### src/rtl/divf_share_arbiter.sv
// divf_share_arbiter: round-robin wrapper that lets NUM_SHARED requesters
// share one pipelined divider. Operand pairs are joined and granted one per
// cycle, the grant index is remembered in an order FIFO, and each returning
// result is steered into the issuing requester's private output FIFO. A
// credit per output-FIFO slot guarantees results can always be accepted.
module divf_share_arbiter #(
    parameter int DATA_TYPE   = 32,
    parameter int NUM_SHARED  = 2,
    parameter int CREDITS     = 2,
    parameter int ORDER_DEPTH = 16
) (
    input  logic                            clk,
    input  logic                            rst,
    input  logic [NUM_SHARED*DATA_TYPE-1:0] ins_lhs,
    input  logic [NUM_SHARED-1:0]           ins_lhs_valid,
    output logic [NUM_SHARED-1:0]           ins_lhs_ready,
    input  logic [NUM_SHARED*DATA_TYPE-1:0] ins_rhs,
    input  logic [NUM_SHARED-1:0]           ins_rhs_valid,
    output logic [NUM_SHARED-1:0]           ins_rhs_ready,
    output logic [DATA_TYPE-1:0]            op_lhs,
    output logic                            op_lhs_valid,
    input  logic                            op_lhs_ready,
    output logic [DATA_TYPE-1:0]            op_rhs,
    output logic                            op_rhs_valid,
    input  logic                            op_rhs_ready,
    input  logic [DATA_TYPE-1:0]            op_result,
    input  logic                            op_result_valid,
    output logic                            op_result_ready,
    output logic [NUM_SHARED*DATA_TYPE-1:0] outs,
    output logic [NUM_SHARED-1:0]           outs_valid,
    input  logic [NUM_SHARED-1:0]           outs_ready
);

    localparam int IW  = (NUM_SHARED > 1) ? $clog2(NUM_SHARED) : 1;
    localparam int CW  = $clog2(CREDITS + 1);
    localparam int OPW = (CREDITS > 1) ? $clog2(CREDITS) : 1;
    localparam int QAW = (ORDER_DEPTH > 1) ? $clog2(ORDER_DEPTH) : 1;
    localparam int QCW = $clog2(ORDER_DEPTH + 1);

    // Arbitration state
    logic [IW-1:0]        ptr;
    logic [CW-1:0]        credit [NUM_SHARED];

    // Order FIFO: which requester each in-flight operation belongs to
    logic [IW-1:0]        order_mem [ORDER_DEPTH];
    logic [QAW-1:0]       order_rd;
    logic [QAW-1:0]       order_wr;
    logic [QCW-1:0]       order_cnt;

    // Per-requester output FIFOs
    logic [DATA_TYPE-1:0] out_mem [NUM_SHARED][CREDITS];
    logic [OPW-1:0]       out_rd  [NUM_SHARED];
    logic [OPW-1:0]       out_wr  [NUM_SHARED];
    logic [CW-1:0]        out_cnt [NUM_SHARED];

    logic [NUM_SHARED-1:0] elig;
    logic                  any_elig;
    logic [IW-1:0]         grant;
    logic                  order_full;
    logic                  order_empty;
    logic                  issue;
    logic                  ret;
    logic [IW-1:0]         ret_idx;
    logic [NUM_SHARED-1:0] out_push;
    logic [NUM_SHARED-1:0] out_pop;

    function automatic logic [QAW-1:0] order_next(input logic [QAW-1:0] p);
        return (p == QAW'(ORDER_DEPTH - 1)) ? '0 : p + QAW'(1);
    endfunction

    function automatic logic [OPW-1:0] out_next(input logic [OPW-1:0] p);
        return (p == OPW'(CREDITS - 1)) ? '0 : p + OPW'(1);
    endfunction

    // A requester may compete only with both operands present and a free result slot
    always_comb begin
        elig = '0;
        for (int i = 0; i < NUM_SHARED; i++) begin
            elig[i] = ins_lhs_valid[i] & ins_rhs_valid[i] & (credit[i] != '0);
        end
    end

    // Round-robin scan starting at ptr; descending loop lets the closest index win
    always_comb begin
        logic [IW:0] scan_sum;
        logic [IW-1:0] scan_idx;
        any_elig = 1'b0;
        grant    = '0;
        scan_sum = '0;
        scan_idx = '0;
        for (int k = NUM_SHARED - 1; k >= 0; k--) begin
            scan_sum = {1'b0, ptr} + (IW + 1)'(k);
            if (scan_sum >= (IW + 1)'(NUM_SHARED)) begin
                scan_sum = scan_sum - (IW + 1)'(NUM_SHARED);
            end
            scan_idx = scan_sum[IW-1:0];
            if (elig[scan_idx]) begin
                any_elig = 1'b1;
                grant    = scan_idx;
            end
        end
    end

    assign order_full  = (order_cnt == QCW'(ORDER_DEPTH));
    assign order_empty = (order_cnt == '0);

    assign op_lhs_valid = !rst & any_elig & !order_full;
    assign op_rhs_valid = op_lhs_valid;
    assign op_lhs       = ins_lhs[int'(grant)*DATA_TYPE +: DATA_TYPE];
    assign op_rhs       = ins_rhs[int'(grant)*DATA_TYPE +: DATA_TYPE];

    assign issue = op_lhs_valid & op_lhs_ready & op_rhs_ready;

    assign op_result_ready = 1'b1;
    assign ret             = !rst & op_result_valid & !order_empty;
    assign ret_idx         = order_mem[order_rd];

    // Only the granted requester sees its operands consumed, and only on a real issue
    always_comb begin
        ins_lhs_ready = '0;
        ins_rhs_ready = '0;
        if (issue) begin
            ins_lhs_ready[grant] = 1'b1;
            ins_rhs_ready[grant] = 1'b1;
        end
    end

    // Output FIFO handshakes and head data for every requester
    always_comb begin
        outs       = '0;
        outs_valid = '0;
        out_push   = '0;
        out_pop    = '0;
        for (int i = 0; i < NUM_SHARED; i++) begin
            outs[i*DATA_TYPE +: DATA_TYPE] = out_mem[i][out_rd[i]];
            outs_valid[i] = !rst & (out_cnt[i] != '0);
            out_pop[i]    = outs_valid[i] & outs_ready[i];
            out_push[i]   = ret & (ret_idx == IW'(i));
        end
    end

    // Pointer advances past the winner; credits track free result slots per requester
    always_ff @(posedge clk) begin
        if (rst) begin
            ptr <= '0;
            for (int i = 0; i < NUM_SHARED; i++) begin
                credit[i] <= CW'(CREDITS);
            end
        end else begin
            if (issue) begin
                ptr <= (grant == IW'(NUM_SHARED - 1)) ? '0 : grant + IW'(1);
            end
            for (int i = 0; i < NUM_SHARED; i++) begin
                if (issue && (grant == IW'(i)) && !out_pop[i]) begin
                    credit[i] <= credit[i] - CW'(1);
                end else if (out_pop[i] && !(issue && (grant == IW'(i)))) begin
                    credit[i] <= credit[i] + CW'(1);
                end
            end
        end
    end

    // Order FIFO storage; contents need no reset because the count gates reads
    always_ff @(posedge clk) begin
        if (issue) begin
            order_mem[order_wr] <= grant;
        end
    end

    // Order FIFO pointers and occupancy
    always_ff @(posedge clk) begin
        if (rst) begin
            order_rd  <= '0;
            order_wr  <= '0;
            order_cnt <= '0;
        end else begin
            if (issue) begin
                order_wr <= order_next(order_wr);
            end
            if (ret) begin
                order_rd <= order_next(order_rd);
            end
            if (issue && !ret) begin
                order_cnt <= order_cnt + QCW'(1);
            end else if (ret && !issue) begin
                order_cnt <= order_cnt - QCW'(1);
            end
        end
    end

    // Output FIFO storage; a returning result lands in its issuer's FIFO
    always_ff @(posedge clk) begin
        for (int i = 0; i < NUM_SHARED; i++) begin
            if (out_push[i]) begin
                out_mem[i][out_wr[i]] <= op_result;
            end
        end
    end

    // Output FIFO pointers and occupancy
    always_ff @(posedge clk) begin
        if (rst) begin
            for (int i = 0; i < NUM_SHARED; i++) begin
                out_rd[i]  <= '0;
                out_wr[i]  <= '0;
                out_cnt[i] <= '0;
            end
        end else begin
            for (int i = 0; i < NUM_SHARED; i++) begin
                if (out_push[i]) begin
                    out_wr[i] <= out_next(out_wr[i]);
                end
                if (out_pop[i]) begin
                    out_rd[i] <= out_next(out_rd[i]);
                end
                if (out_push[i] && !out_pop[i]) begin
                    out_cnt[i] <= out_cnt[i] + CW'(1);
                end else if (out_pop[i] && !out_push[i]) begin
                    out_cnt[i] <= out_cnt[i] - CW'(1);
                end
            end
        end
    end

    // A result with nothing outstanding means the shared unit broke protocol
    assert property (@(posedge clk) disable iff (rst) op_result_valid |-> !order_empty);

endmodule

### config.mk
export PLATFORM = sky130hd
export DESIGN_NAME = divf_share_arbiter
export DESIGN_NICKNAME = d
export VERILOG_FILES = /design/src/rtl/divf_share_arbiter.sv
export SDC_FILE = /design/constraint.sdc
export NUM_CORES = 1
export LEC_CHECK = 0
export CAP_MARGIN = 30
export CORE_MARGIN = 1
export CORE_UTILIZATION = 45
export CTS_BUF_LIST = sky130_fd_sc_hd__clkbuf_4
export DETAILED_ROUTE_END_ITERATION = 6
export PLACE_DENSITY = 0.82
export SYNTH_ARGS = -nofsm -noshare
export SYNTH_HDL_FRONTEND = slang
export SYNTH_SLANG_ARGS = --single-unit
### constraint.sdc
create_clock -name clk -period 4 [get_ports clk]
set_input_delay 0.4 -clock clk [delete_from_list [all_inputs] [get_ports clk]]
set_output_delay 0.4 -clock clk [all_outputs]
set_load 0.01 [all_outputs]
### Yosys cells after proc, flatten, opt, wreduce, memory -nomap -nowiden

Memory sizes are Yosys's and may differ from the RTL's. A register that Yosys moved wholly into a read port is not among the register bits.
Cells that the tools add are included.

| cells by class | value |
|---|---|
| add/sub/neg operators | 20 |
| order comparisons | 12 |
| eq/ne operators | 3 |
| shifts and indexed selects | 2 |
| mux-type cells | 95 |
| bitwise gates (word level) | 34 |
| reductions and logical operators | 33 |

Operators with widths:

| kind | count |
|---|---|
| 32-bit 2-to-1 mux | 8 |
| 64-bit 2-to-1 mux | 4 |
| 64-bit by 7-bit variable part select with 32-bit output | 2 |
| 1-bit 2-to-1 mux | 65 |
| 32-bit demux with 1-bit select | 2 |
| 64-bit OR reduction | 1 |
| 2-bit 2-to-1 mux | 9 |
| 1-bit bitwise AND | 16 |
| 4-bit 2-to-1 mux | 4 |
| 1-bit logical AND | 15 |
| 1-bit bitwise OR | 12 |
| 1-bit logical NOT | 11 |
| 2-bit greater-or-equal comparator (second input constant) | 5 |
| 5-bit 2-to-1 mux | 2 |
| 2-bit nonzero test | 5 |
| 2-bit by 1-bit adder with 2-bit output (second input constant) | 4 |
| 4-bit by 1-bit adder with 4-bit output (second input constant) | 2 |
| 4-bit == test (second input constant) | 2 |
| 1-bit NOT with 2-bit output | 4 |
| 2-bit by 1-bit subtractor with 2-bit output (second input constant) | 4 |
| 1-bit by 2-bit less-than comparator with 1-bit output (second input constant) | 3 |
| 1-bit adder (second input constant) | 5 |
| 5-bit by 1-bit adder with 5-bit output (second input constant) | 1 |
| 5-bit == test (second input constant) | 1 |
| other kinds (9) | 12 |

| word-level totals | value |
|---|---|
| flip-flop bits (word level) | 14 |
| bits in writable memories | 156 |
| output and inout port bits | 137 |
| word-level logic and storage cells | 209 |
| memories kept | 6 |

Memory list:

| memory | depth | bits a word | rd ports | clocked after memory_dff | write ports | RTL line | text |
|---|---|---|---|---|---|---|---|
| out_mem | 2 | 64 | 2 | 0 | 1 | 51 | `logic [DATA_TYPE-1:0] out_mem [NUM_SHARED][CREDITS];` |
| order_mem | 16 | 1 | 1 | 1 | 1 | 45 | `logic [IW-1:0] order_mem [ORDER_DEPTH];` |
| credit | 2 | 2 | 2 | 0 | 2 | 42 | `logic [CW-1:0] credit [NUM_SHARED];` |
| out_cnt | 2 | 2 | 2 | 0 | 2 | 54 | `logic [CW-1:0] out_cnt [NUM_SHARED];` |
| out_rd | 2 | 1 | 2 | 0 | 2 | 52 | `logic [OPW-1:0] out_rd [NUM_SHARED];` |
| out_wr | 2 | 1 | 2 | 0 | 2 | 53 | `logic [OPW-1:0] out_wr [NUM_SHARED];` |

### Depth between registers and ports, before layout

| logic depth | value |
|---|---|
| word-level depth | 19 |
| gate-level depth with buffers | 15 |
| depth with buffers taken out | 15 |

### Worst setup path before layout

No wires, ideal clock.

| timing path | value |
|---|---|
| path kind | flip-flop to flip-flop |
| start point | reg (tool-made name) |
| end point | mem out_mem[0][0] in the netlist's numbering, enable pin |
| setup time | 421 ps |
| data arrival time | 2882 ps |
| required time | 3579 ps |
| slack | 697 ps |
| cell stages (with the launch flop) | 6 |
| buffers on the path | 0 |
| clock period less this slack | 3303 ps |
| path through | dfxtp_1 -> mux4_1 -> mux2i_1 -> mux2i_2 -> or2_4 -> nor2_1 |

RTL lines:

| what | RTL line |
|---|---|
| end: declaration | 51 |

==> results.rst <==
.. list-table::
   :header-rows: 1

   * - Metric
     - Value
   * - Layout Cell Area excl Fill
     - 11400 um2
   * - Yosys warnings
     - 0
   * - Total number of vias
     - approximately 5800
   * - Worst Min Path Start
     - op_result[25]
   * - Share of synthesized area occupied by flip-flops and latches
     - between 60 and 70%
   * - Number of cells on the worst reg-to-reg path
     - 15
   * - Cell-by-cell listing of the critical path
     - inv_1 > ha_1 > nand3b_1 > o21bai_4 > inv_2 > buf_4 > nand2_1 > nand2_1 > clkdlybuf4s50_1
   * - Top cell type's share of synthesized area
     - around three fifths
   * - Count of buffering cells on the critical path with inverters included
     - 4
   * - Mean routed wirelength per cell
     - approximately 17 um
   * - Most frequently used flop master after synthesis
     - edfxtp_1
   * - Effective utilization at floorplan
     - between 40 and 50%
   * - Slowest-stage cell, CP
     - clkdlybuf4s50_1
   * - Highest clock frequency the design can meet
     - around 280 MHz
   * - Post-CTS Setup Repair Bufs
     - 0
   * - Sort of element at the start of the critical path
     - flip-flop
   * - Die Outline Area
     - 17900 um2
   * - Slew at the pin closest to its max-slew limit
     - 725 ps
   * - Unique masters post-synth
     - 54
   * - Max rail drop VDD
     - between 0.15 and 0.2 mV
   * - Proportion of synthesized flip-flops having asynchronous set or reset
     - 0%
   * - Detailed router's first-iteration violation count
     - 303
   * - Width of the chip
     - 134 um
   * - Flip-flop and latch count after synthesis
     - between 150 and 200
   * - Number of synthesized flops with an enable pin
     - between 150 and 200
   * - MaxCap Viol Count
     - 0
   * - Type of destination of the critical path
     - output port
   * - Biggest area contributors in the synthesized netlist
     - edfxtp_1 (60%), nand2_1 (10%), mux2_2 (9.2%)
   * - Fin. Hold Viols
     - 0
   * - Root Buffer
     - clkbuf_4
   * - Core utilization of the finished layout
     - between 60 and 70%
   * - Maximum number of pins on one net before global-route repair
     - 68
   * - Most frequent standard cell in the layout excluding fill and tap cells
     - clkdlybuf4s50_1
   * - Leading area contributor after synthesis
     - edfxtp_1
   * - Hold path endpoint
     - out_mem[0][57]$_DFFE_PP_
   * - Vias per Instance
     - a little under 5
   * - Placement-stage cell area
     - 11100 um2
   * - Critical Path Max Stage Delay
     - between 500 and 600 ps
   * - Clock edge transition at the registers on the reported setup and hold paths
     - 150 ps
   * - Total overflow reported by the global router
     - 0
   * - Mapped Avg Cell Area
     - 12.1 um2
   * - Most frequent cells in the layout
     - clkdlybuf4s50_1 (306), nand2_1 (211), edfxtp_1 (156), mux2_2 (64), nor2_1 (42)
   * - Worst-case headroom to the max-slew limit
     - around 52%
   * - Critical-path maximum fanout
     - 36
   * - Area added between synthesis and finish
     - 46.6%
   * - Instance count along the most critical hold path
     - 1
   * - Wire length of the first global-routing pass
     - approximately 31000 um
   * - Clk_skew
     - approximately 22 ps
   * - Final net count
     - approximately 1100
   * - Min-Delay Path Class
     - input pin to flip-flop
   * - Sinks on the clock net
     - approximately 170
   * - Start-to-end type of the worst setup path
     - flip-flop to output port
   * - Deepest clock path buffer count
     - 2
   * - Number of clock buffers inserted by TritonCTS
     - 17
   * - Number of antenna violations at the first check in global routing
     - 1
   * - Setup violations, final
     - 0
   * - Reg-to-reg critical path startpoint
     - credit[1][0]$_DFFE_PP_
   * - Flop2flop setup slack
     - approximately 720 ps
   * - Clock insertion delay at the later pin of the skew report
     - roughly 540 ps
   * - Hold_buf cts
     - 0
   * - Power Dens Cells
     - around 440 nW/um2
   * - Aggregate negative setup slack
     - 0 ps
   * - Result of the run
     - finished clean
   * - Resized Gates After CTS
     - 0
   * - Fraction of layout instances using a drive strength above 1
     - between 10% and 20%
   * - Delay-heaviest family, CP
     - buffers and inverters
   * - Total detailed-routing wirelength
     - approximately 20000 um
   * - Total half-perimeter wirelength after legalization and detailed placement
     - between 15000 and 20000 um
   * - Worst flop-to-flop path endpoint
     - order_cnt[4]$_SDFFE_PP0P_
   * - Post-synthesis instance total
     - roughly 650
   * - TritonCTS clock tree
     - done
   * - Core Region
     - roughly 17000 um2
   * - Mapped Area
     - just under 8000 um2
   * - H-tree level count
     - 4
   * - Final period utilization
     - just under 90%
   * - Post-detailed-route count of antenna-violating nets
     - 0
   * - Leakage
     - about 4.3 nW
   * - Final count of pins violating max slew
     - 0
   * - Time the final worst path needs with I/O delays and setup
     - 3510 ps
   * - Total Routing Usage GR
     - between 20 and 25%
   * - RD Place Congestion
     - between 0.8 and 0.9
   * - Pre-antenna DRT Iters
     - 5
   * - Required arrival time at the worst endpoint
     - roughly 3600 ps
   * - # port buffers
     - around 310
   * - CP most frequent cell
     - nand2_1
   * - Number of global-route vias before repair
     - around 5600
   * - Placement row count
     - between 40 and 50
   * - # IOs
     - ~310
   * - Number of nets in the synthesized netlist
     - 829
   * - Chip height
     - 134 um
   * - RSZ-0062 raised after global routing
     - false
   * - Residual DRC count
     - 0
   * - Worst path arrival time
     - 3110 ps
-- report_power, final --
part,switching (W),total (W),internal [W]
Combinational,0.000800,0.00168,0.000885
Clock,0.000587,0.00105,0.000463
Sequential,0.000103,0.00231,0.00220
-- worst max-delay path by stage --
| stage | start | endpoint | slack, ps | cells after the start |
|---|---|---|---|---|
| 2_1_floorplan | flip-flop | out_mem[0][0]$_DFFE_PP_ | 700 | 5 |
| 5_1_grt | credit[1][0]$_DFFE_PP_ | op_rhs[20] | 310 | 9 |
| 3_5_place_dp | ins_lhs_valid[0] | order_cnt[4]$_SDFFE_PP0P_ | 480 | 14 |
| 6_report | credit[1][0]$_DFFE_PP_ | op_rhs[20] | 490 | 9 |
| 3_3_place_gp | ins_lhs_valid[0] | order_cnt[4]$_SDFFE_PP0P_ | 590 | 14 |
| 4_1_cts | credit[1][0]$_DFFE_PP_ | op_rhs[20] | 460 | 9 |
-- synthesized netlist by cell type, drive strengths merged, types with 2 or more instances --
master,number
and2,3
inv,14
nor3,10
nand3,2
ha,11
mux4,4
nand2,211
clkinv,2
edfxtp,156
buf,7
a21oi,16
nor2b,3
xor2,6
mux2,64
a311oi,2
a221oi,2
nor2,48
o21bai,2
a21o,3
clkbuf,28
nor4,2
or3,3
mux2i,3
dfxtp,18
o21ai,5
nand2b,2
a211oi,2
-- metal layers --
metal / global-route usage, % / up-vias / part of all wire [%]
met1: 27.3 / 2684 / 39
met2: 40.0 / 226 / 52
met5: 0 / - / 0
li1: - / 2859 / -
met4: 9.41 / 0 / 2.4
met3: 5.10 / 21 / 6.2
-- registers in the layout, summed over array words and instances, names as in the netlist, named ones only --
name,cells
order_mem,16
out_rd,2
ptr,1
out_wr,2
out_mem,128
order_cnt,5
order_wr,4
credit,4
order_rd,4
out_cnt,4
-- cell families (layout without fill, tap and decap cells) --
logic type | count (synthesis) | in the layout | synth area share [%]
buf+inv | 51 | 367 | 2.69
flops | 174 | 174 | 64.6
xor+xnor | 7 | 7 | 0.786
mux | 71 | 71 | 11.0
simple gates | 289 | 289 | 15.0
compound gates | 41 | 41 | 3.77
other cells | 1 | 2 | 0.0480
fa+ha+maj | 12 | 12 | 2.02
-- per-stage QoR --
step | cells | worst slack [ps] | total power [W] | hold WS (ps)
detailed placement | 1150 | 482 | 0.00404 | 508
CTS | 1182 | 457 | 0.00509 | 432
global placement | 1150 | 594 | 0.00400 | 502
finish | 1183 | 489 | 0.00504 | 480
floorplan | 646 | 697 | 0.00321 | 469
global route | 1183 | 310 | 0.00528 | 440
-- worst register-to-register path: cells and delay by family (launching register included) --
family | cells | cell delay [ps]
compound gates | 3 | 680
xor+xnor | 1 | 140
fa+ha+maj | 3 | 790
buf+inv | 3 | 340
flops | 1 | 370
simple gates | 5 | 870
-- area by class of cell --
cell class              instances  area, um2
diodes                          1       2.50
repair buffers                319       3170
clock buffers                  19        143
clock inverters                13        176
well taps                     220        275
inverters                      16       61.3
multi-input cells             421       2570
fillers                      1263       5320
flip-flops and latches        174       5040
(Power assumes the default switching activity.)
